<file path="config.mk">
export PLATFORM = sky130hd
export DESIGN_NAME = instr_dispatch
export DESIGN_NICKNAME = d
export VERILOG_FILES = /design/src/rtl/instr_dispatch.sv
export SDC_FILE = /design/constraint.sdc
export NUM_CORES = 1
export LEC_CHECK = 0
export CAP_MARGIN = 15
export CORE_MARGIN = 2
export CORE_UTILIZATION = 48
export DETAILED_ROUTE_END_ITERATION = 12
export HOLD_SLACK_MARGIN = 0.1
export PLACE_DENSITY = 0.82
export SLEW_MARGIN = 30
export SYNTH_ARGS = -nofsm -noshare
export SYNTH_HDL_FRONTEND = slang
export SYNTH_SLANG_ARGS = --single-unit
</file>
<file path="constraint.sdc">
create_clock -name clk -period 6.6 [get_ports clk]
set_clock_uncertainty 0.1 [all_clocks]
set_input_delay 0.66 -clock clk [delete_from_list [all_inputs] [get_ports clk]]
set_output_delay 0.66 -clock clk [all_outputs]
set_load 0.01 [all_outputs]
</file>
<file path="src/rtl/instr_dispatch.sv">
// Purpose: decodes the aux instruction stream and routes each word to one of NUM_ENG engine queues; handles BARRIER/END, tracks per-engine outstanding work.
// Latency: an accepted word is presented on m_eng_* the cycle after acceptance; peak rate 1 instruction per 2 cycles.
// Backpressure: s_instr_tready low while an issue is pending or a barrier drains; engine valid/data held until ready, withheld while that engine's count is saturated.
// Optional feature macro: INSTR_DISPATCH_PERF_EN adds perf_stall_cnt and perf_barrier_cnt.
module instr_dispatch #(
   parameter int INSTR_WIDTH = 128,
   parameter int NUM_ENG     = 4,
   parameter int OPC_WIDTH   = 4,
   parameter int CNT_WIDTH   = 8
) (
   input  logic                   clk,
   input  logic                   rst_n,
   output logic                   s_instr_tready,
   input  logic                   s_instr_tvalid,
   input  logic [INSTR_WIDTH-1:0] s_instr_tdata,
   output logic [NUM_ENG-1:0]     m_eng_tvalid,
   input  logic [NUM_ENG-1:0]     m_eng_tready,
   output logic [INSTR_WIDTH-1:0] m_eng_tdata,
   input  logic [NUM_ENG-1:0]     eng_done,
   output logic                   end_pulse,
   output logic                   busy,
   output logic [31:0]            issued_cnt,
   output logic [15:0]            err_cnt
`ifdef INSTR_DISPATCH_PERF_EN
   ,
   output logic [NUM_ENG*32-1:0]  perf_stall_cnt,
   output logic [31:0]            perf_barrier_cnt
`endif
);

   localparam int ENG_W = (NUM_ENG > 1) ? $clog2(NUM_ENG) : 1;
   localparam logic [OPC_WIDTH-1:0] OPC_BAR = {OPC_WIDTH{1'b1}};
   localparam logic [OPC_WIDTH-1:0] OPC_END = {OPC_WIDTH{1'b1}} - OPC_WIDTH'(1);
   localparam logic [CNT_WIDTH-1:0] CNT_MAX = {CNT_WIDTH{1'b1}};
   localparam logic [NUM_ENG-1:0]   ENG_ONE = NUM_ENG'(1);

   typedef enum logic [1:0] {ST_FETCH, ST_ISSUE, ST_BARRIER} state_t;

   state_t                            state_q;
   logic                              tready_q;
   logic [NUM_ENG-1:0]                vld_q;
   logic [INSTR_WIDTH-1:0]            hold_q;
   logic [ENG_W-1:0]                  eng_q;
   logic                              end_q;
   logic [31:0]                       issued_q;
   logic [15:0]                       err_q, err_d;
   logic [NUM_ENG-1:0][CNT_WIDTH-1:0] outst_q, outst_d;

   logic                 accept;
   logic [OPC_WIDTH-1:0] opc;
   logic                 opc_eng, opc_end, opc_bar, opc_ill;
   logic [ENG_W-1:0]     opc_idx;
   logic [NUM_ENG-1:0]   iss_hs;
   logic                 all_idle;
   logic [31:0]          under_cnt, err_inc, err_sum;

   assign accept   = tready_q & s_instr_tvalid;
   assign opc      = s_instr_tdata[OPC_WIDTH-1:0];
   assign iss_hs   = vld_q & m_eng_tready;
   assign all_idle = (outst_q == '0);

   // Opcode classification of the word currently on the input bus
   always_comb begin
      opc_eng = (opc != '0) && (32'(opc) <= 32'(NUM_ENG));
      opc_end = (opc == OPC_END);
      opc_bar = (opc == OPC_BAR);
      opc_ill = (opc != '0) && !opc_eng && !opc_end && !opc_bar;
      opc_idx = ENG_W'(32'(opc) - 32'd1);
   end

   // Outstanding-count update: issue and done on the same engine cancel; done on an empty count is an error
   always_comb begin
      outst_d   = outst_q;
      under_cnt = '0;
      for (int k = 0; k < NUM_ENG; k++) begin
         if (iss_hs[k] && !eng_done[k]) begin
            outst_d[k] = outst_q[k] + CNT_WIDTH'(1);
         end else if (!iss_hs[k] && eng_done[k]) begin
            if (outst_q[k] == '0) begin
               under_cnt = under_cnt + 32'd1;
            end else begin
               outst_d[k] = outst_q[k] - CNT_WIDTH'(1);
            end
         end
      end
   end

   // Error counter next value: all sources in a cycle add together, saturating at all-ones
   always_comb begin
      err_inc = under_cnt + 32'(accept & opc_ill);
      err_sum = 32'(err_q) + err_inc;
      err_d   = (err_sum > 32'h0000_FFFF) ? 16'hFFFF : err_sum[15:0];
   end

   // Dispatch FSM: accept/decode in FETCH, hold one engine request in ISSUE, drain in BARRIER
   always_ff @(posedge clk or negedge rst_n) begin
      if (!rst_n) begin
         state_q  <= ST_FETCH;
         tready_q <= 1'b0;
         vld_q    <= '0;
         hold_q   <= '0;
         eng_q    <= '0;
         end_q    <= 1'b0;
      end else begin
         end_q <= 1'b0;
         unique case (state_q)
            ST_FETCH: begin
               tready_q <= 1'b1;
               if (accept) begin
                  hold_q <= s_instr_tdata;
                  if (opc_eng) begin
                     state_q  <= ST_ISSUE;
                     tready_q <= 1'b0;
                     eng_q    <= opc_idx;
                     // a saturated engine gets no valid until one of its dones frees a slot
                     vld_q    <= (outst_d[opc_idx] != CNT_MAX) ? (ENG_ONE << opc_idx) : '0;
                  end else if (opc_bar) begin
                     state_q  <= ST_BARRIER;
                     tready_q <= 1'b0;
                  end else if (opc_end) begin
                     end_q <= 1'b1;
                  end
               end
            end
            ST_ISSUE: begin
               if (iss_hs != '0) begin
                  state_q  <= ST_FETCH;
                  tready_q <= 1'b1;
                  vld_q    <= '0;
               end else if ((vld_q == '0) && (outst_d[eng_q] != CNT_MAX)) begin
                  vld_q <= ENG_ONE << eng_q;
               end
            end
            ST_BARRIER: begin
               if (all_idle) begin
                  state_q  <= ST_FETCH;
                  tready_q <= 1'b1;
               end
            end
            default: begin
               state_q  <= ST_FETCH;
               tready_q <= 1'b0;
               vld_q    <= '0;
            end
         endcase
      end
   end

   // Bookkeeping counters: outstanding per engine, issued total (wraps), errors (saturating)
   always_ff @(posedge clk or negedge rst_n) begin
      if (!rst_n) begin
         outst_q  <= '0;
         issued_q <= '0;
         err_q    <= '0;
      end else begin
         outst_q <= outst_d;
         err_q   <= err_d;
         if (iss_hs != '0) begin
            issued_q <= issued_q + 32'd1;
         end
      end
   end

`ifdef INSTR_DISPATCH_PERF_EN
   logic [NUM_ENG-1:0][31:0] stall_q;
   logic [31:0]              bar_cyc_q;

   // Performance counters: cycles an issue waits on its engine, cycles spent draining a barrier
   always_ff @(posedge clk or negedge rst_n) begin
      if (!rst_n) begin
         stall_q   <= '0;
         bar_cyc_q <= '0;
      end else begin
         if ((state_q == ST_ISSUE) && (iss_hs == '0)) begin
            stall_q[eng_q] <= stall_q[eng_q] + 32'd1;
         end
         if (state_q == ST_BARRIER) begin
            bar_cyc_q <= bar_cyc_q + 32'd1;
         end
      end
   end

   assign perf_stall_cnt   = stall_q;
   assign perf_barrier_cnt = bar_cyc_q;
`endif

   assign s_instr_tready = tready_q;
   assign m_eng_tvalid   = vld_q;
   assign m_eng_tdata    = hold_q;
   assign end_pulse      = end_q;
   assign busy           = (state_q != ST_FETCH) || !all_idle;
   assign issued_cnt     = issued_q;
   assign err_cnt        = err_q;

endmodule
</file>
==> metrics.md, run 1 <==
| Metric | Value |
|---|---|
| Outcome | `finished, final reports clean` |
| Fmax | `195 MHz` |
| Core outline area | `21800 um2` |
| Vias in the first global route | `8619` |
| Total power | `6.70 mW` |
| Slew margin rel. | `0.453` |
| Via count | `8473` |
| Final Util | `0.687` |
| Worst setup margin | `1.47 ns` |
| Die height | `153 um` |
| Largest net degree at the start of global routing | `82` |
| Yosys warnings | `0` |
| Final Cycle Share | `0.778` |
| Dpl cells | `1477` |
| Cells after synthesis | `909` |
| Root buf cell | `clkbuf_16` |
| Worst-path maximum fanout | `13` |
| Peak supply drop | `0.000315 V` |
| Initial antenna violation count | `5` |
| CP Data Arrival Time | `5.40 ns` |
| Yosys cell types | `90` |
| Postcts setup bufs | `0` |
| HP Class | `reg2reg` |
| Resize count post-CTS | `0` |
| Final Net Count | `1392` |
| Post-synth EDFFs | `0` |
| FFs w/ async S/R, synth | `1.00` |
| H-tree levels | `1` |
| Io pins | `322` |
| DR WL/cell | `20.3 um` |
| Tightest Pin Transition | `0.820 ns` |
| Crit path capture type | `register` |
| Final Max Tran Viols | `0` |
| Drt first pass iters | `5` |
| Die footprint | `23500 um2` |
| Rows | `54` |
| Dpl hpwl | `22.9 mm` |
| RSZ-0062 raised after global routing | `no` |
| Minimum clock period | `5.13 ns` |
| Crit path required time | `6.87 ns` |
| Clock sink count | `218` |
| Global-route wire length before repair | `48.1 mm` |
| Overall Global Routing Usage | `0.258` |
| Post-synthesis register bit count | `218` |
| Starting Density | `0.490` |
| Clock-pin slew on the worst setup and hold paths | `0.07 ns` |
| Initial drt markers | `507` |
| Final wirelength | `31.0 mm` |
| Fillers | `1573` |
| Port bufs | `321` |
| Share of cells above drive strength 1 | `0.176` |
| Final Non-Filler Cells | `1527` |
| CP Class | `reg2reg` |
| Grt total ovfl | `0` |
| DRC Markers | `0` |
| Leak | `6.37 nW` |
| TritonCTS clock tree | `done` |
| Final setup vio count | `0` |
| Vias per Instance | `5.55` |
| DP Worst Slack | `1.04 ns` |
| Register area share after synthesis | `0.510` |
| Syn_nets | `1076` |
| Mean post-synth cell area | `11.8 um2` |
| Detail Route Antenna Nets | `0` |
| Power per cell area | `447 nW/um2` |
| Max-cap violation count | `0` |
| Synth Flop Type | `dfrtp_1` |
| Area Growth Syn to Fin | `40.2%` |
| Fin Setup TNS | `0 ns` |
| Die width | `153 um` |
| CTS Buf Count | `24` |
| Final hold vios | `0` |
| Routability cong. | `0.888` |
| Max Root-Sink Buffers | `3` |
| Mapped Area | `10700 um2` |
| Worst-skew pair later-pin latency | `0.51 ns` |
| Nature of the critical path startpoint | `register` |
[Yosys cell counts (all sizes together) (11+ instances only)]
library cell / count / share of area
a21oi: 16 / 0.0075
and3: 20 / 0.012
buf: 17 / 0.011
clkbuf: 21 / 0.0094
dfrtp: 218 / 0.51
ha: 26 / 0.030
inv: 34 / 0.012
mux2: 135 / 0.14
nand2: 78 / 0.027
nand3: 37 / 0.018
nand4: 17 / 0.0099
nor2: 29 / 0.010
nor3: 14 / 0.0066
o21ai: 23 / 0.011
xnor2: 37 / 0.030
xor2: 11 / 0.0090
[power by group]
group / total (mW) / switching [mW] / internal (mW)
Combinational: 2.91 / 1.28 / 1.62
Sequential: 2.38 / 0.487 / 1.89
Clock: 1.41 / 0.541 / 0.873
Total: 6.70 / 2.31 / 4.39
[cell usage in the layout, fill, tap and decap left out, types with 7 or more instances in the layout]
cell type        netlist  routed
or3_1                  9       9
clkbuf_16              0      25
dfrtp_1              218     218
mux2_2               135     135
nor2_1                29      29
o211ai_1               8       8
a211oi_1               7       7
ha_1                  26      26
nand2_1               78      78
a21oi_1               16      16
and4_1                 9       9
xor2_1                11      11
o21ai_0               22      22
nand4_1               17      17
nand3_1               36      35
clkdlybuf4s50_1        0     320
inv_1                 34      34
xnor2_1               37      37
and3_1                18      18
nor3_1                14      14
[final timing paths]
| path | start | end | slack (ns) | depth (start not counted) |
|---|---|---|---|---|
| min reg2reg | issued_cnt[31] | issued_cnt[31] | 0.38 | 1 |
| max reg2reg | outst_q[1] | err_cnt[11] | 1.47 | 19 |
| min | issued_cnt[31] | issued_cnt[31] | 0.38 | 1 |
| max in group asynchronous | rst_n | issued_cnt[28] | 4.31 | 4 |
| max | outst_q[1] | err_cnt[11] | 1.47 | 19 |
| min in group asynchronous | rst_n | m_eng_tdata[91] | 0.59 | 2 |
[flip-flops by register name, indices dropped and copies added (netlist names)]
register,count
end_pulse,1
eng_q,2
err_cnt,16
issued_cnt,32
m_eng_tdata,128
m_eng_tvalid,4
outst_q,32
s_instr_tready,1
state_q,2
[through the flow]
step | area (um2) | hold slack [ns]
after floorplan | 10700 | 0.264
after global placement | 14100 | 0.360
after detailed placement | 14100 | 0.375
after CTS | 15000 | 0.385
after global routing | 15000 | 0.398
final | 15000 | 0.377
[per-layer routing]
| metal | up-vias | GRT usage | wire [um] |
|---|---|---|---|
| li1 | 3946 | - | - |
| met1 | 4149 | 0.321 | 12300 |
| met2 | 311 | 0.414 | 15000 |
| met3 | 67 | 0.0848 | 2590 |
| met4 | 0 | 0.111 | 1140 |
| met5 | - | 0 | 0 |
[critical path: stages (launching register included)]
cell and delay (ns):
dfrtp_1 0.46, inv_1 0.14, ha_1 0.19, nor3b_1 0.33, nand3_1 0.23, inv_1 0.15, ha_1 0.23, nand2_1 0.05
o21ai_0 0.17, ha_1 0.35, mux2_2 0.28, ha_1 0.27, mux2_2 0.29, fa_1 0.43, a21o_1 0.19, a21oi_1 0.25
nor2_1 0.13, nand2_1 0.19, or3_1 0.42, o21ai_0 0.15
[final cells by class]
cell class | instances | area (um2) | area share
Timing Repair Buffer | 329 | 3310 | 0.221
Sequential cell | 218 | 5460 | 0.364
Tap cell | 280 | 350 | 0.0234
Inverter | 34 | 128 | 0.00851
Antenna cell | 5 | 12.5 | 0.000834
Multi-Input combinational cell | 618 | 4900 | 0.327
Clock inverter | 9 | 120 | 0.00801
Clock buffer | 34 | 719 | 0.0480
[kinds of logic (layout without fill, tap and decap cells)]
kind of cell	Yosys count	in the layout	synth area share
simple gates	271	271	0.140
flops	218	218	0.510
xor+xnor	48	48	0.0393
other cells	0	5	0
buf+inv	73	406	0.0331
fa+ha+maj	28	28	0.0342
mux	140	140	0.148
compound gates	131	131	0.0952
[what timing repair did]
item | in CTS | in global routing
setup endpoints to repair | 0 | 0
hold buffers | 1 | 0
endpoints found under the hold margin | 54 | 0
(Power assumes the default switching activity.)
==> run 2: changes to the inputs <==
--- a/config.mk
+++ b/config.mk
@@ -7,10 +7,10 @@
 export LEC_CHECK = 0
 export CAP_MARGIN = 15
 export CORE_MARGIN = 2
-export CORE_UTILIZATION = 48
+export CORE_UTILIZATION = 43
 export DETAILED_ROUTE_END_ITERATION = 12
 export HOLD_SLACK_MARGIN = 0.1
-export PLACE_DENSITY = 0.82
+export PLACE_DENSITY = 0.78
 export SLEW_MARGIN = 30
 export SYNTH_ARGS = -nofsm -noshare
 export SYNTH_HDL_FRONTEND = slang
==> constraint.sdc (replaced) <==
create_clock -name clk -period 4.29 [get_ports clk]
set_clock_uncertainty 0.1 [all_clocks]
set_input_delay 0.429 -clock clk [delete_from_list [all_inputs] [get_ports clk]]
set_output_delay 0.429 -clock clk [all_outputs]
set_load 0.01 [all_outputs]
==> run 2 against run 1 <==
Combinational power up 65%. Largest power group unchanged. Wire length down 0.47%. Highest routed layer unchanged. Clock power up 59%. Die area up 11%. Flip-flop and latch count unchanged.
==> metrics.md, run 2 (synthesized netlist as in run 1, its figures left out) <==
| Metric | Value |
|---|---|
| Max reg flops | `128 (unchanged)` |
| Outcome | `finished, final reports clean (unchanged)` |
| Clock sink count | `218 (unchanged)` |
| Area Growth Syn to Fin | `46.3% (was 40.2%)` |
| Share of cells above drive strength 1 | `0.230 (was 0.176)` |
| FF-to-FF path depth | `20 (was 19)` |
| Minimum clock period | `4.17 ns (was 5.13 ns)` |
| Max Root-Sink Buffers | `3 (unchanged)` |
| Placed Area | `14600 um2 (was 14100 um2)` |
| Family with the most delay on the worst path | `adder cells (unchanged)` |
| Final Net Count | `1448 (was 1392)` |
| Slowest CP cell | `dfrtp_1 (unchanged)` |
| Largest net degree at the start of global routing | `121 (was 82)` |
| Die height | `162 um (was 153 um)` |
| H-tree levels | `1 (unchanged)` |
| Ordered list of cells on the worst path | `inv_2, ha_4, nor3b_4, nand3_2, inv_2, ha_4, nand2_2, o21ai_2, ha_1, mux2_4, ha_4, mux2_4, ha_4, a21o_1, a21o_1, a21o_1, and4_4, nor2b_4, nand3_2, mux2_4 (was inv_1, ha_1, nor3b_1, nand3_1, inv_1, ha_1, nand2_1, o21ai_0, ha_1, mux2_2, ha_1, mux2_2, fa_1, a21o_1, a21oi_1, nor2_1, nand2_1, or3_1, o21ai_0)` |
| Starting Density | `0.439 (was 0.490)` |
| FF-to-FF setup slack | `0.12 ns (was 1.47 ns)` |
| TritonCTS clock tree | `done (unchanged)` |
| Io pins | `322 (unchanged)` |
| Grt total ovfl | `0 (unchanged)` |
| Final Max Tran Viols | `0 (unchanged)` |
| Overall Global Routing Usage | `0.231 (was 0.258)` |
| Vias in the first global route | `8934 (was 8619)` |
| Vias per Instance | `5.36 (was 5.55)` |
| Via count | `8705 (was 8473)` |
| Final hold vios | `0 (unchanged)` |
| Port bufs | `321 (unchanged)` |
| CP Data Arrival Time | `4.48 ns (was 5.40 ns)` |
| Worst-path maximum fanout | `2 (was 13)` |
| Final setup vio count | `0 (unchanged)` |
| DR WL/cell | `19.0 um (was 20.3 um)` |
| Initial drt markers | `662 (was 507)` |
| Final instance area | `15700 um2 (was 15000 um2)` |
| Nature of the critical path startpoint | `register (unchanged)` |
| Fmax | `240 MHz (was 195 MHz)` |
| Power per cell area | `677 nW/um2 (was 447 nW/um2)` |
| Final Cycle Share | `0.972 (was 0.778)` |
| Final wirelength | `30.9 mm (was 31.0 mm)` |
| Dpl hpwl | `22.8 mm (was 22.9 mm)` |
| Worst-skew pair later-pin latency | `0.53 ns (was 0.51 ns)` |
| Detail Route Antenna Nets | `0 (unchanged)` |
| CP Class | `reg2reg (unchanged)` |
| Core outline area | `24400 um2 (was 21800 um2)` |
| CTS Buf Count | `25 (was 24)` |
| Slew margin rel. | `0.473 (was 0.453)` |
| Fillers | `1954 (was 1573)` |
| Root buf cell | `clkbuf_16 (unchanged)` |
| Clock-pin slew on the worst setup and hold paths | `0.07 ns (about the same)` |
| Die width | `162 um (was 153 um)` |
| Global-route wire length before repair | `48.0 mm (was 48.1 mm)` |
| Commonest cells after routing, fill and taps aside | `clkdlybuf4s50_1, dfrtp_1, mux2_2, nand2_1, buf_4 (was clkdlybuf4s50_1, dfrtp_1, mux2_2, nand2_1, xnor2_1)` |
| R2r endpoint | `err_cnt[15] (was err_cnt[11])` |
| Peak supply drop | `0.000494 V (was 0.000315 V)` |
| Max-cap violation count | `0 (unchanged)` |
| Tightest Pin Transition | `0.784 ns (was 0.820 ns)` |
| Die footprint | `26200 um2 (was 23500 um2)` |
| Critical R2R Launch | `outst_q[0] (was outst_q[1])` |
| Crit path top cell by count | `ha_4 (was ha_1)` |
| Drt first pass iters | `6 (was 5)` |
| Max incr delay on CP | `0.39 ns (was 0.46 ns)` |
| Crit path required time | `4.60 ns (was 6.87 ns)` |
| Routability cong. | `0.871 (was 0.888)` |
| Fin Setup TNS | `0 ns (unchanged)` |
| Initial antenna violation count | `2 (was 5)` |
| Crit path capture type | `register (unchanged)` |
| CP bufs+invs | `2 (unchanged)` |
| HP Class | `in2async (was reg2reg)` |
| Rows | `57 (was 54)` |
| Leak | `6.67 nW (was 6.37 nW)` |
| Most common cell after layout, fill and taps aside | `clkdlybuf4s50_1 (unchanged)` |
| DRC Markers | `0 (unchanged)` |
run 2: cell types whose count changed in the layout (fill, tap and decap cells not counted), moves of 3 or more:
cell / before / now
buf_4: 5 / 59
ha_1: 26 / 22
ha_4: 0 / 4
inv_1: 34 / 30
inv_2: 0 / 4
diode_2: 5 / 2
mux2_2: 135 / 132
mux2_4: 0 / 3
run 2: final cells by class:
cell class	instances	area [um2]	share of cell area
antenna	2	5.00	0.000320
clock buffer	32	692	0.0442
clock inverter	13	178	0.0114
inverter	34	128	0.00815
multi-input combinational	618	5050	0.323
sequential	218	5460	0.349
tap	324	405	0.0259
timing repair buffer	384	3740	0.239
run 2: where the power goes:
group	internal, mW	leakage, nW	switching [mW]	total (mW)
registers	2.92	2.67	0.621	3.54
logic	2.69	3.57	2.12	4.81
clock network	1.38	0.425	0.862	2.24
run 2: how the worst max path moves through the flow:
stage	from	end	slack (ns)	cells past startpoint
after floorplan	outst_q[4]	err_cnt[15]	-0.05	19
after global placement	eng_done[0]	err_cnt[15]	-0.31	19
after detailed placement	eng_done[0]	err_cnt[15]	-0.41	19
after CTS	outst_q[8]	err_cnt[15]	0.009	20
after global routing	outst_q[0]	err_cnt[15]	-0.009	20
final	outst_q[0]	err_cnt[15]	0.12	20
run 2: layer usage:
layer  routed length (um)  GRT usage  share of wire
met1                12300      0.282           0.40
met2                15000      0.390           0.48
met3                 2500     0.0738          0.081
met4                 1060     0.0712          0.034
met5                    0          0              0
run 2: what timing repair did:
item,in CTS,in global routing
pin swaps,4,6
hold buffers,1,0
endpoints found under the hold margin,118,0
setup endpoints to repair,13,16
resized for setup,7,16
setup buffers,2,4
run 2: metrics by stage:
step / worst slack (ns) / hold WS, ns / cells / total power, mW / utilization
after detailed placement: -0.405 / 0.365 / 1570 / 8.28 / 0.597
after global placement: -0.310 / 0.362 / 1570 / 8.18 / 0.597
after global routing: -0.00911 / 0.269 / 1625 / 11.2 / 0.642
after floorplan: -0.0501 / 0.0334 / 909 / 5.93 / -
final: 0.119 / 0.262 / 1625 / 10.6 / 0.642
after CTS: 0.00889 / 0.374 / 1618 / 10.6 / 0.635
